[config.mk]
export PLATFORM = sky130hd
export DESIGN_NAME = seq_accum_alu_flat
export DESIGN_NICKNAME = d
export VERILOG_FILES = /design/src/rtl/seq_accum_alu_if.sv /design/src/rtl/seq_accum_alu.sv /design/src/flat_wrapper.sv
export SDC_FILE = /design/constraint.sdc
export NUM_CORES = 1
export LEC_CHECK = 0
export ABC_CLOCK_PERIOD_IN_PS = 2300
export CORE_MARGIN = 2
export CORE_UTILIZATION = 34
export DETAILED_ROUTE_END_ITERATION = 8
export HOLD_SLACK_MARGIN = 0.03
export PLACE_DENSITY_LB_ADDON = 0.3
export SLEW_MARGIN = 20
export SYNTH_ARGS = -nofsm -noshare
export SYNTH_HDL_FRONTEND = slang
export SYNTH_SLANG_ARGS = --single-unit
[constraint.sdc]
create_clock -name Clock -period 2.3 [get_ports Clock]
set_input_delay 0.69 -clock Clock [delete_from_list [all_inputs] [get_ports Clock]]
set_output_delay 0.69 -clock Clock [all_outputs]
set_load 0.02 [all_outputs]
[src/rtl/seq_accum_alu_if.sv]
// Operand/result bundle between the input logic (master) and the accumulator ALU (slave).
interface seq_accum_alu_if #(
  parameter int WIDTH = 4
);
  localparam int ACC_W = 2 * WIDTH;

  logic             Start;
  logic [WIDTH-1:0] Data;
  logic [2:0]       Function;
  logic             Busy;
  logic             Done;
  logic [ACC_W-1:0] ALUout;
  logic             Overflow;

  modport master (
    output Start, Data, Function,
    input  Busy, Done, ALUout, Overflow
  );

  modport slave (
    input  Start, Data, Function,
    output Busy, Done, ALUout, Overflow
  );
endinterface

[src/rtl/seq_accum_alu.sv]
// Accumulator ALU: Data combined with the low half of its own 2*WIDTH result register,
// single-cycle ops plus a WIDTH-step shift-add multiply behind a Start/Busy/Done handshake.
//
//   state | meaning
//   IDLE  | waiting for Start; single-cycle ops complete on the Start edge
//   MUL   | one shift-add step per cycle, WIDTH steps, result written on the last
module seq_accum_alu #(
  parameter int WIDTH = 4
) (
  input  logic             Clock,
  input  logic             Reset_b,
  seq_accum_alu_if.slave   bus
);
  localparam int ACC_W = 2 * WIDTH;
  localparam int CNT_W = $clog2(WIDTH + 1);
  localparam logic [CNT_W-1:0] CNT_LAST = CNT_W'(WIDTH - 1);
  localparam logic [ACC_W-1:0] ACC_W_V  = ACC_W'(ACC_W);

  localparam logic [2:0] OP_ADD = 3'b000;
  localparam logic [2:0] OP_MUL = 3'b001;
  localparam logic [2:0] OP_SHL = 3'b010;
  localparam logic [2:0] OP_ACC = 3'b100;
  localparam logic [2:0] OP_XOR = 3'b101;
  localparam logic [2:0] OP_SUB = 3'b110;
  localparam logic [2:0] OP_CLR = 3'b111;

  typedef enum logic {IDLE, MUL} state_t;

  state_t           state_q, state_d;
  logic [CNT_W-1:0] cnt_q, cnt_d;
  logic [ACC_W-1:0] alu_out_q, alu_out_d;
  logic [ACC_W-1:0] mcand_q, mcand_d;
  logic [ACC_W-1:0] prod_q, prod_d;
  logic [WIDTH-1:0] mplier_q, mplier_d;
  logic             done_q, done_d;
  logic             ovf_q, ovf_d;

  logic [ACC_W-1:0] a_ext, b_ext, prod_step;
  logic [ACC_W:0]   acc_sum, sub_diff;

  assign a_ext     = ACC_W'(bus.Data);
  assign b_ext     = ACC_W'(alu_out_q[WIDTH-1:0]);
  assign acc_sum   = {1'b0, alu_out_q} + {1'b0, a_ext};
  assign sub_diff  = {1'b0, b_ext} - {1'b0, a_ext};
  assign prod_step = mplier_q[0] ? (prod_q + mcand_q) : prod_q;

  always_comb begin
    state_d   = state_q;
    cnt_d     = cnt_q;
    alu_out_d = alu_out_q;
    mcand_d   = mcand_q;
    prod_d    = prod_q;
    mplier_d  = mplier_q;
    done_d    = 1'b0;
    ovf_d     = ovf_q;

    case (state_q)
      IDLE: begin
        if (bus.Start) begin
          if (bus.Function == OP_MUL) begin
            // Operands are latched here so later Data/ALUout changes cannot disturb the product.
            state_d  = MUL;
            cnt_d    = '0;
            mcand_d  = a_ext;
            mplier_d = alu_out_q[WIDTH-1:0];
            prod_d   = '0;
          end else begin
            done_d = 1'b1;
            case (bus.Function)
              OP_ADD: alu_out_d = a_ext + b_ext;
              OP_SHL: alu_out_d = (a_ext >= ACC_W_V) ? '0 : (b_ext << bus.Data);
              OP_ACC: begin
                alu_out_d = acc_sum[ACC_W-1:0];
                if (acc_sum[ACC_W]) ovf_d = 1'b1;
              end
              OP_XOR: alu_out_d = a_ext ^ b_ext;
              OP_SUB: begin
                alu_out_d = sub_diff[ACC_W-1:0];
                if (sub_diff[ACC_W]) ovf_d = 1'b1;
              end
              OP_CLR: begin
                alu_out_d = '0;
                ovf_d     = 1'b0;
              end
              default: alu_out_d = alu_out_q;
            endcase
          end
        end
      end
      MUL: begin
        prod_d   = prod_step;
        mcand_d  = mcand_q << 1;
        mplier_d = mplier_q >> 1;
        cnt_d    = cnt_q + 1'b1;
        if (cnt_q == CNT_LAST) begin
          alu_out_d = prod_step;
          done_d    = 1'b1;
          state_d   = IDLE;
          cnt_d     = '0;
        end
      end
      default: state_d = IDLE;
    endcase
  end

  always_ff @(posedge Clock) begin
    if (Reset_b) begin
      state_q   <= IDLE;
      cnt_q     <= '0;
      alu_out_q <= '0;
      mcand_q   <= '0;
      prod_q    <= '0;
      mplier_q  <= '0;
      done_q    <= 1'b0;
      ovf_q     <= 1'b0;
    end else begin
      state_q   <= state_d;
      cnt_q     <= cnt_d;
      alu_out_q <= alu_out_d;
      mcand_q   <= mcand_d;
      prod_q    <= prod_d;
      mplier_q  <= mplier_d;
      done_q    <= done_d;
      ovf_q     <= ovf_d;
    end
  end

  assign bus.Busy     = (state_q == MUL);
  assign bus.Done     = done_q;
  assign bus.ALUout   = alu_out_q;
  assign bus.Overflow = ovf_q;
endmodule

[src/flat_wrapper.sv]
// flat-port wrapper written by rule: the top's interface ports become plain ports
module seq_accum_alu_flat 
#(
  parameter int WIDTH = 4
)
  (Clock, Reset_b, bus_Start, bus_Data, bus_Function, bus_Busy, bus_Done, bus_ALUout, bus_Overflow);
  seq_accum_alu_if #(.WIDTH(WIDTH)) bus_i ();
  input  logic Clock;
  input  logic Reset_b;
  input wire logic [$bits(bus_i.Start)-1:0] bus_Start;
  input wire logic [$bits(bus_i.Data)-1:0] bus_Data;
  input wire logic [$bits(bus_i.Function)-1:0] bus_Function;
  output wire logic [$bits(bus_i.Busy)-1:0] bus_Busy;
  output wire logic [$bits(bus_i.Done)-1:0] bus_Done;
  output wire logic [$bits(bus_i.ALUout)-1:0] bus_ALUout;
  output wire logic [$bits(bus_i.Overflow)-1:0] bus_Overflow;
  assign bus_i.Start = bus_Start;
  assign bus_i.Data = bus_Data;
  assign bus_i.Function = bus_Function;
  assign bus_Busy = bus_i.Busy;
  assign bus_Done = bus_i.Done;
  assign bus_ALUout = bus_i.ALUout;
  assign bus_Overflow = bus_i.Overflow;
  seq_accum_alu #(.WIDTH(WIDTH)) u_core (.Clock(Clock), .Reset_b(Reset_b), .bus(bus_i));
endmodule
-- Word-level counts from Yosys, hierarchy flattened
Index checks and enable logic that the tools add are counted.
- add/subtract/negate cells: 5
- magnitude comparators: 1
- eq/ne operators: 14
- shifts and indexed selects: 1
- multiplexer cells: 31
- bitwise logic cells: 3
- reductions and logical operators: 5
- operators by type and width (operator ; count):
    $mux 8 ; 9
    $pmux 8 s2 ; 3
    $pmux 8 s6 ; 1
    $eq 3x3->1 const B ; 4
    $add 8x4->9 ; 1
    $mux 3 ; 3
    $add 8x8->8 ; 1
    $mux 1 ; 8
    $mux 4 ; 2
    $pmux 4 s2 ; 1
    $shl 4x4->8 ; 1
    $ne 7x7->1 const B ; 1
    $eq 3x2->1 const B ; 2
    $ne 2x1->1 const B ; 3
    $ne 2x2->1 const B ; 3
    $pmux 3 s2 ; 1
    $reduce_and 6->1 ; 1
    $add 4x4->5 ; 1
    $sub 4x4->5 ; 1
    $ge 4x4->1 const B ; 1
    $pmux 1 s2 ; 2
    $reduce_and 4->1 ; 1
    $xor 4x4->4 ; 1
    $add 3x1->3 const B ; 1
    other kinds (6) ; 7
- flip-flop bits (word level): 34
- output and inout bits: 11
- word-level logic and storage cells: 68

-- Longest topological paths before layout
Gate-level depths: netlist of the first run.
- word-level depth: 6
- depth in mapped cells: 10

-- Least setup slack after synthesis of the first run
OpenSTA, ideal clock, no wires.
- kind: input to register
- from: input bus_Data[2]
- to: register u_core.alu_out_q[6] (netlist: u_core.bus.ALUout[6])
- library setup time: 0.086 ns
- data arrival time: 2.358 ns
- data required time: 2.214 ns
- path slack: -0.143 ns
- cell stages on the path: 9
- cell sequence: buf_2 > inv_1 > ha_1 > nand2b_1 > a221o_1 > xor2_1 > o221ai_1 > a21oi_1 > a211oi_1
- word-level cells in the longest chain between the ends: 6
- elaborated cells between the ends (all ways): 9
- RTL lines (item ; line ; text):
    start, declared ; flat_wrapper.sv:11 ; input wire logic [$bits(bus_i.Data)-1:0] bus_Data;
    branches (longest 2 deep; another with $add 8x4->9) ; - ;
    $pmux 8 s6 * ; seq_accum_alu.sv:69 ; case (bus.Function)
    $mux 8 * ; seq_accum_alu.sv:60 ; if (bus.Function == OP_MUL) begin
    $mux 8 * ; seq_accum_alu.sv:59 ; if (bus.Start) begin
    $pmux 8 s2 * ; seq_accum_alu.sv:57 ; case (state_q)
    end signal, assigned ; seq_accum_alu.sv:119 ; alu_out_q <= alu_out_d;
    end, declared ; seq_accum_alu.sv:31 ; logic [ACC_W-1:0] alu_out_q, alu_out_d;
Every way passes the cells marked *. The select of a mux whose other input is x is not followed.
A chain may end at the register's enable or synchronous reset.

-- Worst setup path after layout of the first run
- from: input bus_Function[2]
- to: register u_core.alu_out_q[4] (netlist: u_core.bus.ALUout[4])
- word-level cells in the longest chain between the ends: 5
- elaborated cells between the ends (all ways): 14
- RTL lines (item ; line ; text):
    start, declared ; flat_wrapper.sv:12 ; input wire logic [$bits(bus_i.Function)-1:0] bus_Function;
    $eq 3x3->1 (tied with other cells) ; seq_accum_alu.sv:69 ;
    $pmux 8 s6 ; seq_accum_alu.sv:69 ;
    $mux 8 ; seq_accum_alu.sv:60 ;
    $mux 8 ; seq_accum_alu.sv:59 ;
    $pmux 8 s2 ; seq_accum_alu.sv:57 ;
Parallel ways exist; a longest one is shown, timed or not. The select of a mux whose other input is x is not followed.

==> results.yml, run 1 <==
yosys:
  yosys_register_bits: 34
  synth_area_leaders: "dfxtp_1 (27%), ha_1 (8.5%), nor2_1 (5.7%)"
  synth_edf_count: 0
  synth-main-ff-cell: "dfxtp_1"
  yosysTopAreaCellShare_pct: 27.06
  synth-seq-area-share_pct: 27.06
  syn-num-nets: 342
  syn_area_um2: 2515
  yosysWarnings: 0
  synthCells: 312
  synthDistinctLibCells: 58
  yosysTopAreaCell: "dfxtp_1"
  async_flop_share_pct: 0
  synth_area_per_cell_um2: 8.061
placed_design:
  gp_congestion: 0.9641
  dp_hpwl_um: 5419
  io_buffers: 20
  dp_cells: 467
setup_path:
  crit_start: "bus_Function[2]"
  cpPeakStageDelay_ps: 550
  worst-path-max-fanout: 7
  end_kind: "flip-flop"
  worstReg2RegStart: "u_core.mcand_q[0]$_SDFFE_PP0P_"
  cp_slowest_cell: "or4b_1"
  crit_arrival_ps: 2420
  crit_chain: "clkdlybuf4s50_1 -> buf_4 -> nand2b_1 -> or4b_1 -> a21oi_2 -> nor3_1 -> nor3_1"
  r2r_end: "u_core.bus.ALUout[6]$_SDFFE_PP0P_"
  r2r_cells: 8
  worstSetupStartpointType: "input pin"
  crit_type: "input pin to flip-flop"
  reg2reg_slack_ps: 200
  endpoint: "u_core.bus.ALUout[4]$_SDFFE_PP0P_"
  crit_top_cell: "nor3_1"
  required_ps: 2520
final_layout:
  n_antenna_cell: 0
  fin_nets: 408
  final_cell_mix: "buf_4 (55), nor2_1 (37), dfxtp_1 (32), a21oi_1 (25), nand2_1 (18)"
  drive_gt1_share_pct: 27.44
  final_common_cell: "buf_4"
  area_delta_synth_final_pct: 35.67
  fin_cells: 478
  postLayoutCoreUtil_pct: 47.29
global_route:
  grt_first_pass_wirelength_um: 11940
  grt_max_degree: 23
  antenna_found_initial: 0
  grt_usage_pct: 17.95
  grt_overflow: 0
  grt_pass1_vias: 2487
drt:
  finalWirelength_um: 7148
  drtIter0Drc: 88
  vias: 2527
  wl_per_cell_um: 14.95
  drc: 0
  first_pass_iters: 4
  vias_per_cell: 5.287
  ant_nets: 0
clock_tree:
  cts.sink_count: 34
  clk_latency_ps: 300
  clock_path_buffers: 2
  numCtsBuffers: 5
  htree_num_levels: 2
  cts_tree: "built"
  cts_hold_buf: 0
  clk_pin_slew_ps: 80
  cts-root-buf: "clkbuf_8"
die:
  initial_core_util_pct: 34.86
  ios: 21
  die-area_um2: 8101
  die_x_um: 90.01
  row_count: 31
  core_region_area_um2: 7214
  chipHeight_um: 90.01
sta:
  slew-limit-headroom_pct: 64.67
  fin_skew_ps: 10.20
  rsz0062_at_grt: "true"
  fin_crit_sh_pct: 95.73
  fin_crit_ps: 2202
  tns_ps: 0
  max_freq_mhz: 454.2
  worst_slew_pin_slew_ps: 524.5
  setup_viol: 0
  hold_viol: 0
  drv_slew: 0
flow_run:
  cap_violations: 0
power_and_ir_drop:
  total_power_mw: 1.618
  leakage_nw: 1.412
  p_per_area_nw_per_um2: 474.1
  ir_drop_mv: 0.2289
min_path:
  worstHoldPathType: "flip-flop to flip-flop"
outcome:
  status: "finished, final reports clean"
metal layers:
metal | routed length (µm) | up-vias | track usage (%) | share of wire [%]
li1 | - | 1273 | - | -
met1 | 3330 | 1198 | 22.46 | 47
met2 | 3438 | 47 | 31.64 | 48
met3 | 272 | 9 | 3.185 | 3.8
met4 | 107 | 0 | 4.872 | 1.5
met5 | 0 | - | 0 | 0
how the worst min path moves through the flow:
| stage | startpoint | endpoint | slack [ps] | depth (start not counted) |
|---|---|---|---|---|
| after global routing | u_core.mplier_q[3]$_SDFFE_PP0P_ | u_core.mplier_q[3]$_SDFFE_PP0P_ | 500 | 2 |
| after CTS | u_core.mplier_q[3]$_SDFFE_PP0P_ | u_core.mplier_q[3]$_SDFFE_PP0P_ | 470 | 2 |
| after floorplan | u_core.mplier_q[3]$_SDFFE_PP0P_ | u_core.mplier_q[3]$_SDFFE_PP0P_ | 430 | 2 |
| after detailed placement | u_core.mplier_q[3]$_SDFFE_PP0P_ | u_core.mplier_q[3]$_SDFFE_PP0P_ | 460 | 2 |
| after global placement | u_core.mplier_q[3]$_SDFFE_PP0P_ | u_core.mplier_q[3]$_SDFFE_PP0P_ | 460 | 2 |
| final | u_core.mplier_q[3]$_SDFFE_PP0P_ | u_core.mplier_q[3]$_SDFFE_PP0P_ | 470 | 2 |
logic make-up after synthesis:
logic type | synth area share (%)
mux | 7.463
simple gates | 20.45
xor+xnor | 3.135
buf+inv | 5.422
fa+ha+maj | 10.85
flops | 27.06
compound gates | 25.62
per-stage QoR:
stage          hold WS [ps]  instance area (µm²)  setup WS [ps]
6_report              473.5                 3412          98.12
5_1_grt               503.1                 3412         -50.05
4_1_cts               471.6                 3354          3.596
3_5_place_dp          460.7                 3174         -708.8
3_3_place_gp          457.6                 3174         -655.7
2_1_floorplan         431.6                 2535          2.973
registers in the layout (all words and copies together), names as in the netlist:
name and cells:
u_core.cnt_q 3, u_core.bus.Done 1, u_core.bus.Busy 1, u_core.mcand_q 8
u_core.bus.Overflow 1, u_core.prod_q 8, u_core.bus.ALUout 8, u_core.mplier_q 4
Yosys cell counts, types with 9 or more instances:
master    count
nor2_1       38
dfxtp_1      34
a21oi_1      28
nand2_1      18
ha_1         17
a211oi_1     15
inv_1        12
mux2i_1      12
nand3_1      11
clkbuf_1     10
nor3_1        9
o21ai_0       9
report_power, final:
| group | switching, mW | leakage [nW] | total, mW | internal, mW |
|---|---|---|---|---|
| Sequential | 0.0301 | 0.277 | 0.640 | 0.610 |
| Clock | 0.235 | 0.0575 | 0.538 | 0.303 |
| Combinational | 0.220 | 1.08 | 0.440 | 0.220 |
critical path: cells and delay by family:
family | cells | cell delay [ps]
buffers and inverters | 2 | 710
AND/OR/NAND/NOR | 4 | 860
AO/OA/AOI/OAI | 1 | 150
final cells by class:
cell class	count	area, µm²
Timing Repair Buffer	77	625.6
Inverter	13	50.05
Tap cell	99	123.9
Sequential cell	34	683.2
Fill cell	731	3802
Clock buffer	8	110.1
Multi-Input combinational cell	247	1819
repair_timing:
item                                    4_1_cts  5_1_grt
endpoints found under the setup margin        9       23
setup buffers                                 2        1
pin swaps                                     6        9
gates resized for setup                      18       21
No activity file was read; power rests on OpenSTA's default activity.
==> run 2: changes to the inputs <==
--- a/config.mk
+++ b/config.mk
@@ -9,6 +9,7 @@
 export CORE_MARGIN = 2
 export CORE_UTILIZATION = 34
 export DETAILED_ROUTE_END_ITERATION = 8
+export DONT_BUFFER_PORTS = 1
 export HOLD_SLACK_MARGIN = 0.03
 export PLACE_DENSITY_LB_ADDON = 0.3
 export SLEW_MARGIN = 20
==> results.yml, run 2 (same netlist as run 1, synthesis figures left out) <==
clock_tree:
  numCtsBuffers: 5
  clk_pin_slew_ps: 70
  htree_num_levels: 2
  clk_latency_ps: 290
  cts_tree: "built"
  cts-root-buf: "clkbuf_8"
  clock_path_buffers: 2
  cts_hold_buf: 0
  cts.sink_count: 34
setup_path:
  reg2reg_slack_ps: 210
  worstReg2RegStart: "u_core.bus.ALUout[0]$_SDFFE_PP0P_"
  cp_slowest_cell: "or4b_1"
  cpPeakStageDelay_ps: 470
  crit_arrival_ps: 2310
  r2r_cells: 11
  worstSetupStartpointType: "input pin"
  end_kind: "flip-flop"
  r2r_end: "u_core.bus.ALUout[6]$_SDFFE_PP0P_"
  crit_type: "input pin to flip-flop"
  required_ps: 2520
  worst-path-max-fanout: 7
  crit_chain: "ha_1 -> fa_1 -> nand2b_1 -> a21oi_1 -> or4b_1 -> a21oi_1 -> nor3_1 -> nor3_1"
drt:
  vias_per_cell: 5.436
  vias: 2321
  drc: 0
  ant_nets: 0
  first_pass_iters: 4
  finalWirelength_um: 6652
  wl_per_cell_um: 15.58
  drtIter0Drc: 175
sta:
  worst_slack_ps: 205.0
  fin_hold_ws_ps: 456.4
  worst_slew_pin_slew_ps: 461.1
  slew-limit-headroom_pct: 68.93
  fin_crit_sh_pct: 91.09
  setup_viol: 0
  fin_crit_ps: 2095
  drv_slew: 0
  hold_viol: 0
  max_freq_mhz: 477.3
  rsz0062_at_grt: "false"
  fin_skew_ps: 7.701
  tns_ps: 0
min_path:
  hold_path_depth: 2
  worstHoldPathType: "flip-flop to flip-flop"
  min_from: "u_core.mplier_q[3]$_SDFFE_PP0P_"
  hold_end: "u_core.mplier_q[3]$_SDFFE_PP0P_"
final_layout:
  fillers: 745
  final_cell_mix: "nor2_1 (38), dfxtp_1 (33), a21oi_1 (27), buf_4 (25), nand2_1 (18)"
  drive_gt1_share_pct: 14.33
  n_antenna_cell: 0
  fin_nets: 357
  fin_area_um2: 2884
  final_common_cell: "nor2_1"
  area_delta_synth_final_pct: 14.68
die:
  initial_core_util_pct: 34.86
  row_count: 31
  core_region_area_um2: 7214
  chipHeight_um: 90.01
  ios: 21
  die_x_um: 90.01
  die-area_um2: 8101
placed_design:
  postPlaceCellArea_um2: 2776
  dp_hpwl_um: 5072
  io_buffers: 0
  gp_congestion: 0.9009
  pre_cts_slack_ps: -69.33
power_and_ir_drop:
  seqPwrFrac_pct: 42.9
  sw_frac_of_total_pct: 27.84
  p_per_area_nw_per_um2: 517.0
  leakage_nw: 1.159
  intPower_mw: 1.076
  p_comb_share_pct: 20.4
  ir_drop_mv: 0.2185
  clockPowerShare_pct: 36.7
  power_switching_mw: 0.4150
global_route:
  grt_max_degree: 36
  antenna_found_initial: 0
  grt_overflow: 0
  grt_first_pass_wirelength_um: 11450
  grt_pass1_vias: 2294
  grt_usage_pct: 17.30
outcome:
  status: "finished, final reports clean"
flow_run:
  cap_violations: 0
run 2: what timing repair did:
action                     in CTS  in global routing
setup buffers                   0                  0
setup endpoints to repair       0                  2
gates resized for setup         0                  2
run 2: power groups by stage:
| stage | logic, mW | clock network (mW) | registers, mW |
|---|---|---|---|
| 2_1_floorplan | 0.208 | 0 | 0.661 |
| 3_3_place_gp | 0.302 | 0 | 0.653 |
| 3_5_place_dp | 0.302 | 0 | 0.653 |
| 4_1_cts | 0.304 | 0.558 | 0.640 |
| 5_1_grt | 0.337 | 0.580 | 0.644 |
| 6_report | 0.304 | 0.547 | 0.640 |
run 2: layout make-up:
type	count	area [µm²]	area share, %
flip-flops and latches	34	681.9	23.64
multi-input cells	247	1714	59.44
clock inverters	1	30.03	1.041
repair buffers	26	207.7	7.202
well taps	99	123.9	4.295
inverters	13	50.05	1.735
clock buffers	7	76.32	2.646
run 2: worst max path at each step:
stage                                                  from                                 to  slack [ps]  cells after the start
after floorplan                                 bus_Data[2]  u_core.bus.ALUout[6]$_SDFFE_PP0P_           3                      9
after global placement                          bus_Data[0]   u_core.bus.Overflow$_SDFFE_PP0P_         -70                      9
after detailed placement                        bus_Data[0]  u_core.bus.ALUout[4]$_SDFFE_PP0P_         -70                      8
after CTS                 u_core.bus.ALUout[0]$_SDFFE_PP0P_   u_core.bus.Overflow$_SDFFE_PP0P_         200                     10
after global routing         u_core.mcand_q[1]$_SDFFE_PP0P_  u_core.bus.ALUout[5]$_SDFFE_PP0P_          40                      7
final                                           bus_Data[0]  u_core.bus.ALUout[4]$_SDFFE_PP0P_         210                      8
run 2: metal layers:
metal | track usage [%] | up-vias | share of wire, %
met5 | 0 | - | 0
met4 | 7.051 | 0 | 2.4
met3 | 3.688 | 10 | 5.3
met2 | 28.01 | 65 | 46
met1 | 22.36 | 1074 | 46
li1 | - | 1172 | -
run 2: critical path, delay by kind of cell:
kind,cells,cell delay (ps)
adders and majority gates,2,580
and+or+nand+nor,4,780
AOI/OAI and AO/OA,2,260
run 2: stage by stage:
stage	util, %	instances	total power, mW
finish	39.98	427	1.491
global route	39.98	427	1.561
CTS	39.96	427	1.501
detailed placement	38.48	419	0.9552
global placement	38.48	419	0.9551
floorplan	-	312	0.8685
